**src/rtl/lock_entry_sequencer.sv**
```systemverilog
// lock_entry_sequencer
//
// Plays a parallel code word into a bit-serial combination lock, then reports
// whether the lock opened. Each attempt runs as follows:
//   1. Pulse the lock's reset pin for one cycle.
//   2. Send each code bit, MSB first. For every bit, update is held high for
//      PULSE_CYCLES cycles and then low for PULSE_CYCLES cycles. key carries
//      the bit for that whole time.
//   3. Sample the lock's unlock output.
// MAX_FAILS consecutive failed attempts start a lockout of LOCKOUT_CYCLES
// cycles. start is ignored during the lockout.
//
// Ports
//   clk          clock; all state changes on the rising edge
//   reset        synchronous, active-high reset
//   start        request an attempt (accepted only while idle)
//   code         code word, latched when start is accepted
//   busy         attempt in progress (CLEAR through CHECK)
//   done         one-cycle pulse in the cycle after CHECK
//   granted      lock_unlock as sampled in CHECK; valid with done
//   locked_out   lockout active
//   fail_count   consecutive failed attempts
//   lock_rst     reset pin of the combination lock
//   lock_key     key pin of the combination lock
//   lock_update  update pin of the combination lock
//   lock_unlock  unlock output of the combination lock
//
// All outputs are registered. The output registers are loaded from the
// next-state decode, so each output is valid in the same cycle as the state
// it belongs to.

module lock_entry_sequencer #(
    parameter int CODE_LEN       = 5,
    parameter int PULSE_CYCLES   = 2,
    parameter int MAX_FAILS      = 3,
    parameter int LOCKOUT_CYCLES = 16
) (
    input  logic                           clk,
    input  logic                           reset,
    input  logic                           start,
    input  logic [CODE_LEN-1:0]            code,
    output logic                           busy,
    output logic                           done,
    output logic                           granted,
    output logic                           locked_out,
    output logic [$clog2(MAX_FAILS+1)-1:0] fail_count,
    output logic                           lock_rst,
    output logic                           lock_key,
    output logic                           lock_update,
    input  logic                           lock_unlock
);

    localparam int FW      = $clog2(MAX_FAILS + 1);
    localparam int BW      = (CODE_LEN > 1) ? $clog2(CODE_LEN) : 1;
    localparam int CNT_MAX = (PULSE_CYCLES > LOCKOUT_CYCLES) ? PULSE_CYCLES : LOCKOUT_CYCLES;
    localparam int CW      = $clog2(CNT_MAX + 1);

    localparam logic [2:0] S_IDLE    = 3'd0;
    localparam logic [2:0] S_CLEAR   = 3'd1;
    localparam logic [2:0] S_BIT_HI  = 3'd2;
    localparam logic [2:0] S_BIT_LO  = 3'd3;
    localparam logic [2:0] S_CHECK   = 3'd4;
    localparam logic [2:0] S_LOCKOUT = 3'd5;

    localparam logic [CW-1:0] PULSE_LAST = CW'(PULSE_CYCLES - 1);
    localparam logic [CW-1:0] LOCK_LAST  = CW'(LOCKOUT_CYCLES - 1);
    localparam logic [BW-1:0] BIT_FIRST  = BW'(CODE_LEN - 1);
    localparam logic [FW-1:0] FAIL_MAX   = FW'(MAX_FAILS);
    localparam logic [FW-1:0] FAIL_TRIP  = FW'(MAX_FAILS - 1);

    logic [2:0]          state_r;
    logic [2:0]          state_s;
    logic [CW-1:0]       cnt_r;
    logic [CW-1:0]       cnt_s;
    logic [BW-1:0]       bit_r;
    logic [BW-1:0]       bit_s;
    logic [CODE_LEN-1:0] code_r;
    logic                accept_s;
    logic [FW-1:0]       fail_s;
    logic                key_s;
    logic                busy_s;

    // Next-state, pulse/lockout counter, bit index and fail counter decode.
    always_comb begin
        state_s  = state_r;
        cnt_s    = cnt_r;
        bit_s    = bit_r;
        accept_s = 1'b0;
        fail_s   = fail_count;
        case (state_r)
            S_IDLE: begin
                // There is no separate lockout flag to test here. The lockout
                // lives in its own state, so IDLE already means "not locked out".
                if (start) begin
                    state_s  = S_CLEAR;
                    accept_s = 1'b1;
                end else begin
                    state_s = S_IDLE;
                end
            end
            S_CLEAR: begin
                state_s = S_BIT_HI;
                cnt_s   = {CW{1'b0}};
                bit_s   = BIT_FIRST;
            end
            S_BIT_HI: begin
                if (cnt_r == PULSE_LAST) begin
                    state_s = S_BIT_LO;
                    cnt_s   = {CW{1'b0}};
                end else begin
                    cnt_s = cnt_r + CW'(1);
                end
            end
            S_BIT_LO: begin
                if (cnt_r == PULSE_LAST) begin
                    cnt_s = {CW{1'b0}};
                    if (bit_r == {BW{1'b0}}) begin
                        state_s = S_CHECK;
                    end else begin
                        state_s = S_BIT_HI;
                        bit_s   = bit_r - BW'(1);
                    end
                end else begin
                    cnt_s = cnt_r + CW'(1);
                end
            end
            S_CHECK: begin
                cnt_s = {CW{1'b0}};
                if (lock_unlock) begin
                    state_s = S_IDLE;
                    fail_s  = {FW{1'b0}};
                end else begin
                    if (fail_count < FAIL_MAX) begin
                        fail_s = fail_count + FW'(1);
                    end else begin
                        fail_s = fail_count;
                    end
                    if (fail_count == FAIL_TRIP) begin
                        state_s = S_LOCKOUT;
                    end else begin
                        state_s = S_IDLE;
                    end
                end
            end
            S_LOCKOUT: begin
                // The cycle in which LOCKOUT is entered counts as its first cycle.
                if (cnt_r == LOCK_LAST) begin
                    state_s = S_IDLE;
                    cnt_s   = {CW{1'b0}};
                    fail_s  = {FW{1'b0}};
                end else begin
                    cnt_s = cnt_r + CW'(1);
                end
            end
            default: begin
                state_s = S_IDLE;
                cnt_s   = {CW{1'b0}};
                bit_s   = {BW{1'b0}};
            end
        endcase
    end

    // Lock pin and busy decode, taken from the upcoming state so the registered copies line up with it.
    always_comb begin
        key_s  = 1'b0;
        busy_s = 1'b0;
        if ((state_s == S_BIT_HI) || (state_s == S_BIT_LO)) begin
            key_s = code_r[bit_s];
        end else begin
            key_s = 1'b0;
        end
        if ((state_s == S_CLEAR) || (state_s == S_BIT_HI) ||
            (state_s == S_BIT_LO) || (state_s == S_CHECK)) begin
            busy_s = 1'b1;
        end else begin
            busy_s = 1'b0;
        end
    end

    // State, counters, latched code and all registered outputs.
    always_ff @(posedge clk) begin
        if (reset) begin
            state_r     <= S_IDLE;
            cnt_r       <= {CW{1'b0}};
            bit_r       <= {BW{1'b0}};
            code_r      <= {CODE_LEN{1'b0}};
            fail_count  <= {FW{1'b0}};
            busy        <= 1'b0;
            done        <= 1'b0;
            granted     <= 1'b0;
            locked_out  <= 1'b0;
            lock_rst    <= 1'b0;
            lock_key    <= 1'b0;
            lock_update <= 1'b0;
        end else begin
            state_r     <= state_s;
            cnt_r       <= cnt_s;
            bit_r       <= bit_s;
            if (accept_s) begin
                code_r <= code;
            end
            fail_count  <= fail_s;
            busy        <= busy_s;
            done        <= (state_r == S_CHECK);
            granted     <= (state_r == S_CHECK) && lock_unlock;
            locked_out  <= (state_s == S_LOCKOUT);
            lock_rst    <= (state_s == S_CLEAR);
            lock_key    <= key_s;
            lock_update <= (state_s == S_BIT_HI);
        end
    end

endmodule

```
**config.mk**
```make
export PLATFORM = sky130hd
export DESIGN_NAME = lock_entry_sequencer
export DESIGN_NICKNAME = d
export VERILOG_FILES = /design/src/rtl/lock_entry_sequencer.sv
export SDC_FILE = /design/constraint.sdc
export NUM_CORES = 1
export LEC_CHECK = 0
export BUFFER_PORTS_ARGS = -buffer_cell sky130_fd_sc_hd__buf_2
export CAP_MARGIN = 10
export CORE_MARGIN = 3
export CORE_UTILIZATION = 50
export DETAILED_ROUTE_END_ITERATION = 6
export PLACE_DENSITY = 0.74
export REMOVE_ABC_BUFFERS = 1
export SYNTH_ARGS = -nofsm -noshare
export SYNTH_HDL_FRONTEND = slang
export SYNTH_SLANG_ARGS = --single-unit
```
**constraint.sdc**
```tcl
create_clock -name clk -period 2.1 [get_ports clk]
set_input_delay 0.105 -clock clk [delete_from_list [all_inputs] [get_ports clk]]
set_output_delay 0.105 -clock clk [all_outputs]
set_load 0.005 [all_outputs]
```
; Yosys cells after proc, flatten, opt, wreduce, memory -nomap -nowiden
; Cells that the tools add are included.
[word_totals]
reg_bits = 25
out_inout_bits = 9
[classes]
addsub = 3
magnitude_cmp = 2
eq_ne = 15
muxes = 23
bitwise_logic = 1
reduce_logical = 12
[ops]
columns = op, n
row1 = $mux 3, 8
row2 = $pmux 3 s6, 1
row3 = $pmux 5 s3, 1
row4 = $eq 3x2->1 const B, 4
row5 = $eq 3x3->1 const B, 4
row6 = $mux 5, 2
row7 = $pmux 3 s3, 1
row8 = $eq 3x1->1 const B, 2
row9 = $logic_not 3->1, 2
row10 = $mux 2, 3
row11 = $add 5x1->5 const B, 1
row12 = $eq 5x1->1 const B, 1
row13 = $eq 5x4->1 const B, 1
row14 = $mux 1, 5
row15 = $logic_or 1x1->1, 4
row16 = $lt 3x4->1 const B, 1
row17 = $pmux 2 s2, 1
row18 = $reduce_or 2->1, 2
row19 = $reduce_or 4->1, 1
row20 = $bmux 1 s3, 1
row21 = $ne 3x3->1 const B, 1
row22 = $reduce_and 3->1, 1
row23 = $sub 3x1->3 const B, 1
row24 = $add 2x1->2 const B, 1
row25 = other kinds (6), 6

; Logic depth before layout (Yosys ltp)
[logic_depth]
depth_word = 9
depth_mapped = 9
ltp_nobuf = 9

; Worst setup path after synthesis
; Ideal clock, no wire load.
[synth_path]
kind = register -> register
from = register bit_r[1]
to = register lock_key
setup_time_ns = 0.121
arrival_time_ns = 1.840
t_required_ns = 1.979
setup_slack_ns = 0.138
stages_incl_launch_ff = 9
n_path_buf = 0
period_less_slack_ns = 1.962
path_cell_list = dfxtp_1 > inv_1 > ha_1 > nand2b_1 > a311o_2 > o221ai_2 > mux2i_1 > o22ai_1 > mux2_4
[synth_via]
elab_chain_cells = 8
elab_cells_between_ends = 15
cone_classes = 1 x add/sub / 2 x eq/ne / 8 x mux / 1 x bitwise / 3 x reduce/logical
[synth_rtl]
columns = item, line_no
row1 = "start, declared", 75  ; logic [BW-1:0] bit_r;
row2 = "start signal, assigned", 185  ; bit_r <= {BW{1'b0}};
row3 = "start signal, assigned", 198  ; bit_r <= bit_s;
row4 = "parallel branches: the longest is 8 deep, another holds $sub 3x1->3", -
row5 = "end signal, assigned", 208  ; lock_key <= key_s;
row6 = "end, declared", 48  ; output logic lock_key,
; Several ways; the timed one is not identified. The select of a mux whose other input is x is not followed.
; A chain may end at the register's enable or synchronous reset.

; Final worst setup path
[layout_path]
from = register bit_r[0]
to = register lock_key
; The elaborated chain is that of the path after synthesis.

==> results by group <==
CTS
  • Max Buffers Root-to-Sink: 2
  • Cts bufs inserted: 3
  • CTS tree: built
  • Root Driver: clkbuf_4
  • H-tree depth: 1
  • Clock Latency Late Sink: 320 ps
  • Clock transition at path regs: 150 ps
  • Clk sinks: 25

Die
  • Ports: 18
  • Total core area: 2340 um2
  • Cell row count: 17
  • Starting Density: 55.7%
  • Die height: 57.1 um
  • Die area: 3260 um2
  • Die W: 57.1 um

Cells and area
  • Share of cells above drive strength 1: 31.8%
  • Ant. Diodes: 0
  • Design area: 1550 um2
  • Finished Core Util: 66.3%
  • Area grow syn2layout: 18.9%
  • Fin nets: 191

Worst setup path
  • Crit. End Element: register
  • WP data required: 2330 ps
  • R2R setup slack: 50 ps
  • Worst path cell trace: inv_2 > ha_2 > nand2b_1 > a311o_2 > o221ai_4 > mux2i_2 > o22ai_2 > mux2_4
  • CP Launch Type: register
  • Crit. Startpoint: bit_r[0]
  • Critical path type: register to register
  • Worst r2r src: bit_r[0]
  • Crit path DAT: 2280 ps
  • Slowest stage cell, crit path: a311o_2
  • Crit Path Max Fanout: 3
  • Max stage delay on crit path: 420 ps

Routing
  • DRT Wirelength: 2900 um
  • TritonRoute pass-1 iters: 4
  • Vias/cell: 5.54
  • Wire length per cell: 14.4 um
  • Routed Antenna Nets: 0
  • DR iter-0 viols: 37
  • # DRC: 0
  • Routed vias: 1,114

Synth
  • Most frequent cell after synthesis: nor2_1
  • Top_reg_cell synth: dfxtp_1
  • Yosys cell types: 37
  • EDFF count, synth: 0
  • Yosys reg bits: 25
  • Syn. warnings: 0
  • Gate Count Post-Synth: 146
  • Top post-synthesis cells by count: nor2_1, dfxtp_1, a21oi_1
  • Area leader, netlist: dfxtp_1
  • Top cells by area, synth: dfxtp_1, nor2_1, ha_1
  • Ys async rst share: 0%
  • Netlist Area Pre-Place: 1300 um2
  • Mean post-synth cell area: 8.93 um2
  • Sequential area share after synthesis: 38.4%
  • Top-area cell type share of the netlist area: 38.4%

Run status
  • Status: finished clean

Min path
  • Worst min-delay path class: primary input to register
  • HP Start: code[3]

Timing
  • Rel. slew slack: 63.7%
  • Skew final: 6.06 ps
  • Setup_tns: 0 ps
  • Slew Viols, Final: 0
  • Fin crit period: 2050 ps
  • Slew of the pin with the lowest slew margin: 543 ps
  • Period utilization: 97.7%
  • Fmax: 487 MHz
  • Endpoints failing setup: 0
  • Final Hold Fails: 0

Global route
  • Antenna violations before repair: 0
  • Largest net degree at the start of global routing: 22
  • Vias in the first global route: 989
  • All-Layer GR Usage: 16.7%
  • Met3 Track Usage GR: 2.49%
  • Global route overflow: 0
  • First-pass GRT wire length: 4390 um
  • Gr busiest metal: met1
  • Grt met1 use: 25.0%
  • GRT met2 Usage: 24.6%

Pwr
  • Overall power: 928 uW
  • Worst IR Drop VDD: 504 uV
  • Leak: 0.638 nW
  • Power Density: 598 nW/um2

Run
  • Max-cap viol count: 0

Placement
  • Placement Cell Area: 1430 um2
  • Post-detail-place hpwl: 2010 um
  • GP Congestion: 0.907
  • PortBufs: 17
[registers in the layout, summed over array words and instances, names as in the netlist]
signal	count
done	1
state_r	3
code_r	5
lock_key	1
busy	1
lock_rst	1
cnt_r	5
lock_update	1
bit_r	3
granted	1
fail_count	2
locked_out	1
[worst max-delay path, delay by kind of cell (launching register included)]
kind	cells	cell delay [ps]
flops	1	350
buf+inv	1	70
compound gates	3	730
fa+ha+maj	1	190
mux	2	530
simple gates	1	90
[logic make-up after synthesis]
kind of cell | after synthesis | synth area share (%)
simple gates | 64 | 27.0
compound gates | 26 | 13.3
flops | 25 | 38.4
buf+inv | 14 | 6.33
mux | 9 | 7.29
fa+ha+maj | 8 | 7.68
[per-layer routing]
| layer | vias to the layer above | part of all wire [%] | routed length, um |
|---|---|---|---|
| met3 | 2 | 6.0 | 173 |
| met5 | - | 0 | 0 |
| met2 | 34 | 45 | 1300 |
| met4 | 0 | 0.41 | 12 |
| li1 | 566 | - | - |
| met1 | 512 | 49 | 1410 |
[repair_timing]
item,in CTS,in global routing
hold buffers,0,1
setup buffers,0,3
setup endpoints to repair,1,5
gates resized for setup,4,13
pin swaps,1,4
hold endpoints to repair,0,1
[area by class of cell]
class	instances	area [um2]
Clock inverter	1	7.51
Fill cell	203	790
Multi-Input combinational cell	107	768
Tap cell	28	35.0
Clock buffer	3	22.5
Timing Repair Buffer	29	178
Sequential cell	25	509
Inverter	8	30.0
[layout by cell type (no fill, tap or decap), types with 2 or more instances in the layout]
cell and instances:
nor4_1 2, a21oi_1 11, nor4b_1 2, buf_2 17
o21ai_1 2, inv_2 2, dfxtp_1 20, and2_1 2
o21ai_0 3, and3_1 2, inv_1 6, ha_1 7
nor2b_1 3, nand2_1 4, dfxtp_2 4, nor2_1 27
nand3_1 3, nor3_1 4, mux2i_1 7, nor3_2 2
clkbuf_4 3, nand2b_1 3, buf_4 11
[power breakdown]
group          internal, mW  switching (mW)
Sequential            0.499          0.0243
Combinational        0.0847          0.0956
Clock                0.0728           0.151
Total                 0.656           0.271
[stage by stage]
step	worst slack, ps	cells	hold WS (ps)
2_1_floorplan	138	140	174
3_3_place_gp	-4.88	193	336
3_5_place_dp	-38.4	193	347
4_1_cts	1.00	197	2.68
5_1_grt	-10.9	201	11.1
6_report	48.7	201	12.0
[path summary, 6_finish.rpt]
kind | end | depth (start not counted)
worst max-delay path | lock_key | 8
worst min-delay path | code_r[3] | 3
worst max register to register | lock_key | 8
worst min register to register | code_r[4] | 2
Power figures use the tool's default switching activity.
